### src/rtl/gb_bus_pkg.sv
// Shared types and constants for the Game Boy cartridge bus master.
package gb_bus_pkg;

   typedef enum logic [2:0] {
      RST_HOLD = 3'd0,
      IDLE     = 3'd1,
      SETUP    = 3'd2,
      STROBE   = 3'd3,
      HOLD     = 3'd4
   } gb_state_e;

   localparam logic [15:0] GB_CS_LO   = 16'hA000;
   localparam logic [15:0] GB_CS_HI   = 16'hFDFF;
   localparam logic [7:0]  RAM_EN_KEY = 8'h0A;

   // Mapper register regions, selected by address bits [15:12]
   localparam logic [3:0] REG_RAMEN_0 = 4'h0;
   localparam logic [3:0] REG_RAMEN_1 = 4'h1;
   localparam logic [3:0] REG_ROMB_LO = 4'h2;
   localparam logic [3:0] REG_ROMB_HI = 4'h3;
   localparam logic [3:0] REG_RAMB_0  = 4'h4;
   localparam logic [3:0] REG_RAMB_1  = 4'h5;

   function automatic logic in_cs_range(input logic [15:0] addr);
      return (addr >= GB_CS_LO) && (addr <= GB_CS_HI);
   endfunction

endpackage

### src/rtl/gb_mbc_shadow.sv
// Shadow copy of the cartridge mapper bank registers, updated on completed writes.
module gb_mbc_shadow
   import gb_bus_pkg::*;
(
   input  logic       clk,
   input  logic       rst,
   input  logic       wr_stb,
   input  logic [3:0] wr_region,
   input  logic [7:0] wr_data,
   output logic [8:0] rom_bank,
   output logic [3:0] ram_bank,
   output logic       ram_en
);

   logic [8:0] rom_bank_r;
   logic [3:0] ram_bank_r;
   logic       ram_en_r;

   // Decode each completed write into the matching bank register
   always_ff @(posedge clk) begin
      if (rst) begin
         rom_bank_r <= 9'h001;
         ram_bank_r <= 4'h0;
         ram_en_r   <= 1'b0;
      end else if (wr_stb) begin
         case (wr_region)
            REG_RAMEN_0, REG_RAMEN_1: ram_en_r        <= (wr_data == RAM_EN_KEY);
            REG_ROMB_LO:              rom_bank_r[7:0] <= wr_data;
            REG_ROMB_HI:              rom_bank_r[8]   <= wr_data[0];
            REG_RAMB_0, REG_RAMB_1:   ram_bank_r      <= wr_data[3:0];
            default:                  ram_en_r        <= ram_en_r;
         endcase
      end else begin
         ram_en_r <= ram_en_r;
      end
   end

   assign rom_bank = rom_bank_r;
   assign ram_bank = ram_bank_r;
   assign ram_en   = ram_en_r;

endmodule

### src/rtl/gb_bus_master.sv
// Game Boy cartridge bus initiator: single-byte host requests to timed /CS,/RD,/WR cycles.
// Optional mapper shadow registers are enabled with GB_BUS_MASTER_SHADOW_EN.
module gb_bus_master
   import gb_bus_pkg::*;
#(
   parameter int T_SETUP  = 2,
   parameter int T_STROBE = 4,
   parameter int T_HOLD   = 1,
   parameter int T_RST    = 16
) (
   input  logic        CLK,
   input  logic        RST,
   input  logic        REQ_VALID,
   output logic        REQ_READY,
   input  logic [15:0] REQ_ADDR,
   input  logic        REQ_WE,
   input  logic [7:0]  REQ_WDATA,
   output logic        RSP_VALID,
   output logic [7:0]  RSP_RDATA,
   output logic [15:0] GB_A,
   output logic [7:0]  GB_DO,
   output logic        GB_DOE,
   input  logic [7:0]  GB_DI,
   output logic        GB_CS,
   output logic        GB_RD,
   output logic        GB_WR,
   output logic        GB_RST_N
`ifdef GB_BUS_MASTER_SHADOW_EN
   ,
   output logic [8:0]  SHADOW_ROM_BANK,
   output logic [3:0]  SHADOW_RAM_BANK,
   output logic [0:0]  SHADOW_RAM_EN
`endif
);

   localparam logic [7:0] T_SETUP_C  = 8'(T_SETUP);
   localparam logic [7:0] T_STROBE_C = 8'(T_STROBE);
   localparam logic [7:0] T_HOLD_C   = 8'(T_HOLD);
   localparam logic [7:0] T_RST_C    = 8'(T_RST);

   gb_state_e   state_r;
   logic [7:0]  cnt_r;
   logic        we_r;
   logic        ready_r;
   logic        rsp_valid_r;
   logic [7:0]  rdata_r;
   logic [15:0] a_r;
   logic [7:0]  do_r;
   logic        doe_r;
   logic        cs_r;
   logic        rd_r;
   logic        wr_r;
   logic        rst_n_r;

   // Bus-cycle sequencer; every pad and handshake output is a register here
   always_ff @(posedge CLK) begin
      if (RST) begin
         state_r     <= RST_HOLD;
         cnt_r       <= T_RST_C;
         we_r        <= 1'b0;
         ready_r     <= 1'b0;
         rsp_valid_r <= 1'b0;
         rdata_r     <= 8'h00;
         a_r         <= 16'h0000;
         do_r        <= 8'h00;
         doe_r       <= 1'b0;
         cs_r        <= 1'b1;
         rd_r        <= 1'b1;
         wr_r        <= 1'b1;
         rst_n_r     <= 1'b0;
      end else begin
         rsp_valid_r <= 1'b0;
         case (state_r)
            RST_HOLD: begin
               if (cnt_r == 8'd1) begin
                  state_r <= IDLE;
                  rst_n_r <= 1'b1;
                  ready_r <= 1'b1;
               end else begin
                  cnt_r <= cnt_r - 8'd1;
               end
            end
            IDLE: begin
               if (REQ_VALID && ready_r) begin
                  state_r <= SETUP;
                  cnt_r   <= T_SETUP_C;
                  ready_r <= 1'b0;
                  we_r    <= REQ_WE;
                  a_r     <= REQ_ADDR;
                  cs_r    <= ~in_cs_range(REQ_ADDR);
                  doe_r   <= REQ_WE;
                  if (REQ_WE) begin
                     do_r <= REQ_WDATA;
                  end else begin
                     do_r <= do_r;
                  end
               end else begin
                  ready_r <= 1'b1;
               end
            end
            SETUP: begin
               if (cnt_r == 8'd1) begin
                  state_r <= STROBE;
                  cnt_r   <= T_STROBE_C;
                  rd_r    <= we_r;
                  wr_r    <= ~we_r;
               end else begin
                  cnt_r <= cnt_r - 8'd1;
               end
            end
            STROBE: begin
               if (cnt_r == 8'd1) begin
                  state_r <= HOLD;
                  cnt_r   <= T_HOLD_C;
                  rd_r    <= 1'b1;
                  wr_r    <= 1'b1;
                  if (!we_r) begin
                     rdata_r <= GB_DI;
                  end else begin
                     rdata_r <= rdata_r;
                  end
               end else begin
                  cnt_r <= cnt_r - 8'd1;
               end
            end
            HOLD: begin
               if (cnt_r == 8'd1) begin
                  state_r     <= IDLE;
                  ready_r     <= 1'b1;
                  rsp_valid_r <= 1'b1;
                  cs_r        <= 1'b1;
                  doe_r       <= 1'b0;
               end else begin
                  cnt_r <= cnt_r - 8'd1;
               end
            end
            default: begin
               state_r <= RST_HOLD;
               cnt_r   <= T_RST_C;
               ready_r <= 1'b0;
               doe_r   <= 1'b0;
               cs_r    <= 1'b1;
               rd_r    <= 1'b1;
               wr_r    <= 1'b1;
               rst_n_r <= 1'b0;
            end
         endcase
      end
   end

   assign REQ_READY = ready_r;
   assign RSP_VALID = rsp_valid_r;
   assign RSP_RDATA = rdata_r;
   assign GB_A      = a_r;
   assign GB_DO     = do_r;
   assign GB_DOE    = doe_r;
   assign GB_CS     = cs_r;
   assign GB_RD     = rd_r;
   assign GB_WR     = wr_r;
   assign GB_RST_N  = rst_n_r;

`ifdef GB_BUS_MASTER_SHADOW_EN
   // Fires on the same edge that raises RSP_VALID for a write
   logic wr_done_s;
   assign wr_done_s = (state_r == HOLD) && (cnt_r == 8'd1) && we_r;

   gb_mbc_shadow u_shadow (
      .clk       (CLK),
      .rst       (RST),
      .wr_stb    (wr_done_s),
      .wr_region (a_r[15:12]),
      .wr_data   (do_r),
      .rom_bank  (SHADOW_ROM_BANK),
      .ram_bank  (SHADOW_RAM_BANK),
      .ram_en    (SHADOW_RAM_EN[0])
   );
`endif

endmodule

### config.mk
export PLATFORM = sky130hd
export DESIGN_NAME = gb_bus_master
export DESIGN_NICKNAME = d
export VERILOG_FILES = /design/src/rtl/gb_bus_pkg.sv /design/src/rtl/gb_mbc_shadow.sv /design/src/rtl/gb_bus_master.sv
export SDC_FILE = /design/constraint.sdc
export NUM_CORES = 1
export LEC_CHECK = 0
export ABC_AREA = 1
export CORE_ASPECT_RATIO = 1.5
export CORE_MARGIN = 5
export CORE_UTILIZATION = 45
export DETAILED_ROUTE_END_ITERATION = 10
export MAX_ROUTING_LAYER = met4
export PLACE_DENSITY_LB_ADDON = 0.25
export SETUP_SLACK_MARGIN = 0.15
export SLEW_MARGIN = 30
export SYNTH_ARGS = -nofsm -noshare
export SYNTH_HDL_FRONTEND = slang
export SYNTH_SLANG_ARGS = --single-unit
### constraint.sdc
create_clock -name CLK -period 1.8 [get_ports CLK]
set_input_delay 0.18 -clock CLK [delete_from_list [all_inputs] [get_ports CLK]]
set_output_delay 0.18 -clock CLK [all_outputs]
set_load 0.01 [all_outputs]
* Yosys cells after proc, flatten, opt, wreduce, memory -nomap -nowiden *
Index checks and enable logic that the tools add are counted.

operators by class
  add/sub/neg operators = 1
  eq/ne operators = 12
  muxes and demuxes = 24
  reduce and logical (&&, ||, !) cells = 18
  $lt $le $gt $ge = 2
  bitwise logic cells = 7

operators with widths
  kind                                                                    count
  8-bit two-way mux                                                       4
  8-bit case mux with 4 select lines                                      1
  16-bit greater-or-equal comparator (second input constant)              1
  16-bit <= comparator (second input constant)                            1
  1-bit case mux with 3 select lines                                      5
  3-bit two-way mux                                                       4
  2-bit != test (second input constant)                                   6
  3-bit case mux with 4 select lines                                      1
  3-bit AND reduction                                                     4
  8-bit by 1-bit equality test with 1-bit output (second input constant)  1
  1-bit two-way mux                                                       8
  2-bit AND reduction                                                     4
  8-bit by 1-bit subtractor with 8-bit output (second input constant)     1
  1-bit NOT                                                               7
  3-bit by 2-bit equality test with 1-bit output (second input constant)  2
  2-bit OR reduction                                                      3
  3-bit OR reduction                                                      2
  4-bit AND reduction                                                     1
  4-bit OR reduction                                                      1
  3-bit by 1-bit equality test with 1-bit output (second input constant)  1
  3-bit equality test (second input constant)                             1
  3-bit zero test                                                         1
  1-bit logical AND                                                       2
  2-bit by 1-bit != test with 1-bit output (second input constant)        1
  1-bit case mux with 2 select lines                                      1

word-level totals
  input port bits = 36
  register bits = 51
  output and inout bits = 39
  word-level logic and storage cells = 77

* Logic depth before layout (Yosys ltp) *
  word-level depth = 5
  gate-level depth with buffers = 9
  gate-level depth less buffers = 9

* Least setup slack after synthesis *
No wires, ideal clock.

  kind = register to register
  from = reg cnt_r[1]
  to = reg rdata_r[3], in the netlist RSP_RDATA[3]
  path slack = 0.412 ns
  arrival = 1.254 ns
  required time = 1.666 ns
  cell stages (with the launch flop) = 9
  path buffers = 1
  library setup time = 0.134 ns
  period minus slack after synthesis = 1.388 ns
  cell sequence = dfxtp_1 > inv_1 > ha_1 > nand3_1 > nor2_2 > nand3_4 > clkbuf_8 > nor2_1 > a211oi_1

on the way
  cells in the longest elaborated chain, start to end = 2

RTL lines
  what                                            line                  text
  start, declared                                 gb_bus_master.sv:42   logic [7:0] cnt_r;
  start signal, assigned                          gb_bus_master.sv:80   cnt_r <= cnt_r - 8'd1;
  start signal, assigned                          gb_bus_master.sv:108  cnt_r <= cnt_r - 8'd1;
  start signal, assigned                          gb_bus_master.sv:123  cnt_r <= cnt_r - 8'd1;
  8-bit by 1-bit equality test with 1-bit output  gb_bus_master.sv:112  if (cnt_r == 8'd1) begin
  3-bit AND reduction (no line)                   n/a
  end signal, assigned                            gb_bus_master.sv:120  rdata_r <= rdata_r;
  end, declared                                   gb_bus_master.sv:46   logic [7:0] rdata_r;

No other way between the ends.
A chain may end at the register's enable or synchronous reset.

* Worst setup path in the final report *
  from = reg cnt_r[1]
  to = reg rdata_r[1], in the netlist RSP_RDATA[1]

Same word-level chain as after synthesis.

==> flow_summary.ini <==
[finish]
num_antenna_cells = 0
fin_area_sq_mm = 0.00315
fin_nets = 413
final_cells = 442
area_delta_synth_final_pct = 45.2
drive_gt1_share_pct = 8.24

[die]
die-area_sq_mm = 0.00634
die_width_microns = 66.7
die_y_microns = 95.0
start_util_pct = 45.4
rows = 31
ios = 75
core_sq_mm = 0.00477

[pwr]
ir_drop_v = 0.000658
p_total_mw = 2.89
p_int_mw = 2.01
swShare_pct = 30.4
leakage_nw = 1.28
p_clk_share_pct = 29.0
power_frac_seq_pct = 44.8
comb_power_share_pct = 26.2
powerDensity_mw_per_mm2 = 919
p_switching_mw = 0.881

[worst_setup_path]
required_ns = 2.01
cp_slowest_cell = dfxtp_1
path_cells = inv_1 -> ha_1 -> nand3_1 -> nor2_4 -> nand3_4 -> a211oi_1
start_kind = flip-flop
critPathCaptureType = flip-flop
path_class = flip-flop to flip-flop
cp_top_family = simple AND/OR/NAND/NOR gates
cp_num_buf_inv = 1
arrival_ns = 1.75
crit_fanout = 16
max_stage_delay_ns = 0.34

[clock_tree]
cts_tree = done
h-tree-depth = 2
cts_root_buf = clkbuf_8
numCtsBuffers = 5
clock_latency_ns = 0.30
clock-sinks = 51
clock_path_buffers = 2
cts.clk_slew.worst_paths_ns = 0.09

[sta]
fin_crit_sh_pct = 85.5
slew_violations = 0
max_freq_mhz = 650
relSlewSlack_pct = 69.6
period_minus_slack_ns = 1.54
finalSetupTns_ns = 0
rsz0062_at_grt = true
tightest_slew_ns = 0.456
hold_viol_final = 0
skew_ns = 0.00536
setup_viol = 0
fin_ws_ns = 0.261

[synth]
synthDistinctLibCells = 25
async_flop_share_pct = 0
ys_top_cells_by_area = dfxtp_1 (47%), nor2_1 (12%), nand2_1 (6.8%), o21ai_0 (6.7%), inv_1 (6.1%)
yosysWarningCount = 0
synth_cells = 298
ys_seq_elements = 51
synth-edff-count = 0
syn_area_sq_mm = 0.00217
seq_area_frac_synth_pct = 47.1
synthFlopType = dfxtp_1
synth_top_area_cell = dfxtp_1
synth.top_cell.area_share_pct = 47.1
avgSynthCellArea_sq_um = 7.28
post-synth-top-count-cell = nor2_1
synth_fp_nets = 336
synth_common_cells = nor2_1 (71), dfxtp_1 (51), nand2_1 (39)

[global_routing]
antenna_found_initial = 0
grt_pass1_wl_microns = 9280
grtUsageTotal_pct = 19.4
grt_max_degree = 25
grt_pass1_vias = 2256
grt-ovfl-total = 0

[outcome]
status = completed

[detailed_routing]
ant_nets = 0
via_per_inst = 4.90
wirelength_microns = 5590
drc = 0
wl_per_cell_microns = 12.7
via_count = 2165
dr.pass1.iters = 4
drt-initial-drc-count = 103

[place]
gp_congestion = 0.899
hpwl_microns = 4270
place_ws_ns = 0.103
dp_cells = 434
place_area_sq_mm = 0.00299
portBuffers = 74

[min_path]
holdCritPathClass = flip-flop to flip-flop

[flow_run]
maxCapViolations = 0
## worst min-delay path: stages, from the launching register on
cell and delay, ns:
dfxtp_1 0.32, inv_1 0.05, a211oi_1 0.06
## layout make-up
| cell class | instances | area, sq um |
|---|---|---|
| clock inverters | 2 | 38.8 |
| multi-input cells | 202 | 997 |
| repair buffers | 79 | 791 |
| well taps | 66 | 82.6 |
| inverters | 36 | 135 |
| fillers | 415 | 1620 |
| flip-flops and latches | 51 | 1020 |
| clock buffers | 6 | 82.6 |
## metrics by stage
stage          utilization [%]  hold slack [ns]
6_report                  66.0            0.458
5_1_grt                   66.0            0.453
4_1_cts                   65.3            0.444
3_5_place_dp              62.7            0.443
3_3_place_gp              62.7            0.444
2_1_floorplan                -            0.258
## metal layers
layer / vias to the layer above / global-route usage, % / share of wire [%]
li1: 1116 / - / -
met1: 1000 / 17.9 / 37
met2: 41 / 36.8 / 56
met3: 8 / 4.48 / 4.2
met4: 0 / 8.81 / 2.5
met5: - / - / 0
## power by group through the flow
stage	sequential [mW]	combinational, mW	clock, mW
final	1.30	0.759	0.840
after floorplan	1.31	0.482	0
after CTS	1.29	0.723	0.858
after global placement	1.32	0.708	0
after global routing	1.31	0.858	0.906
after detailed placement	1.32	0.719	0
## cell families after synthesis
family,synth area share [%]
AOI/OAI and AO/OA,16.2
xor gates and xnor gates,0.808
adders and majority gates,1.15
buffers and inverters,8.48
DFF,47.1
and+or+nand+nor,26.3
## cells in the final DEF, fill, tap and decap left out, drive strengths merged
master / netlist / final
nand4: 1 / 1
o21ai: 29 / 29
a211oi: 9 / 9
buf: 3 / 5
nand2: 40 / 40
nor2: 75 / 75
a21oi: 19 / 19
ha: 2 / 2
nand3b: 1 / 1
clkbuf: 6 / 6
xnor2: 2 / 2
o211ai: 3 / 3
bufinv: 0 / 1
o22ai: 2 / 2
dfxtp: 51 / 51
nand3: 16 / 16
nor3: 2 / 2
inv: 36 / 37
clkdlybuf4s50: 0 / 74
o31ai: 1 / 1
## state kept, by name, indices dropped and copies added (netlist names)
signal,count
GB_DO,8
we_r,1
RSP_RDATA,8
GB_CS,1
GB_A,16
GB_RST_N,1
GB_DOE,1
REQ_READY,1
GB_RD,1
cnt_r,8
RSP_VALID,1
GB_WR,1
state_r,3
## worst paths after layout
kind | start | cells past startpoint | endpoint | slack [ns]
setup / recovery | cnt_r[1] | 6 | RSP_RDATA[1] | 0.26
hold / removal | RSP_RDATA[7] | 2 | RSP_RDATA[7] | 0.46
setup reg to reg | cnt_r[1] | 6 | RSP_RDATA[1] | 0.26
hold reg to reg | RSP_RDATA[7] | 2 | RSP_RDATA[7] | 0.46
## what timing repair did
action / in CTS / in global routing
endpoints found under the setup margin: 1 / 30
gates resized for setup: 1 / 11
buffers inserted: 0 / 0
hold buffers: 0 / 0
No activity file was read; power rests on OpenSTA's default activity.
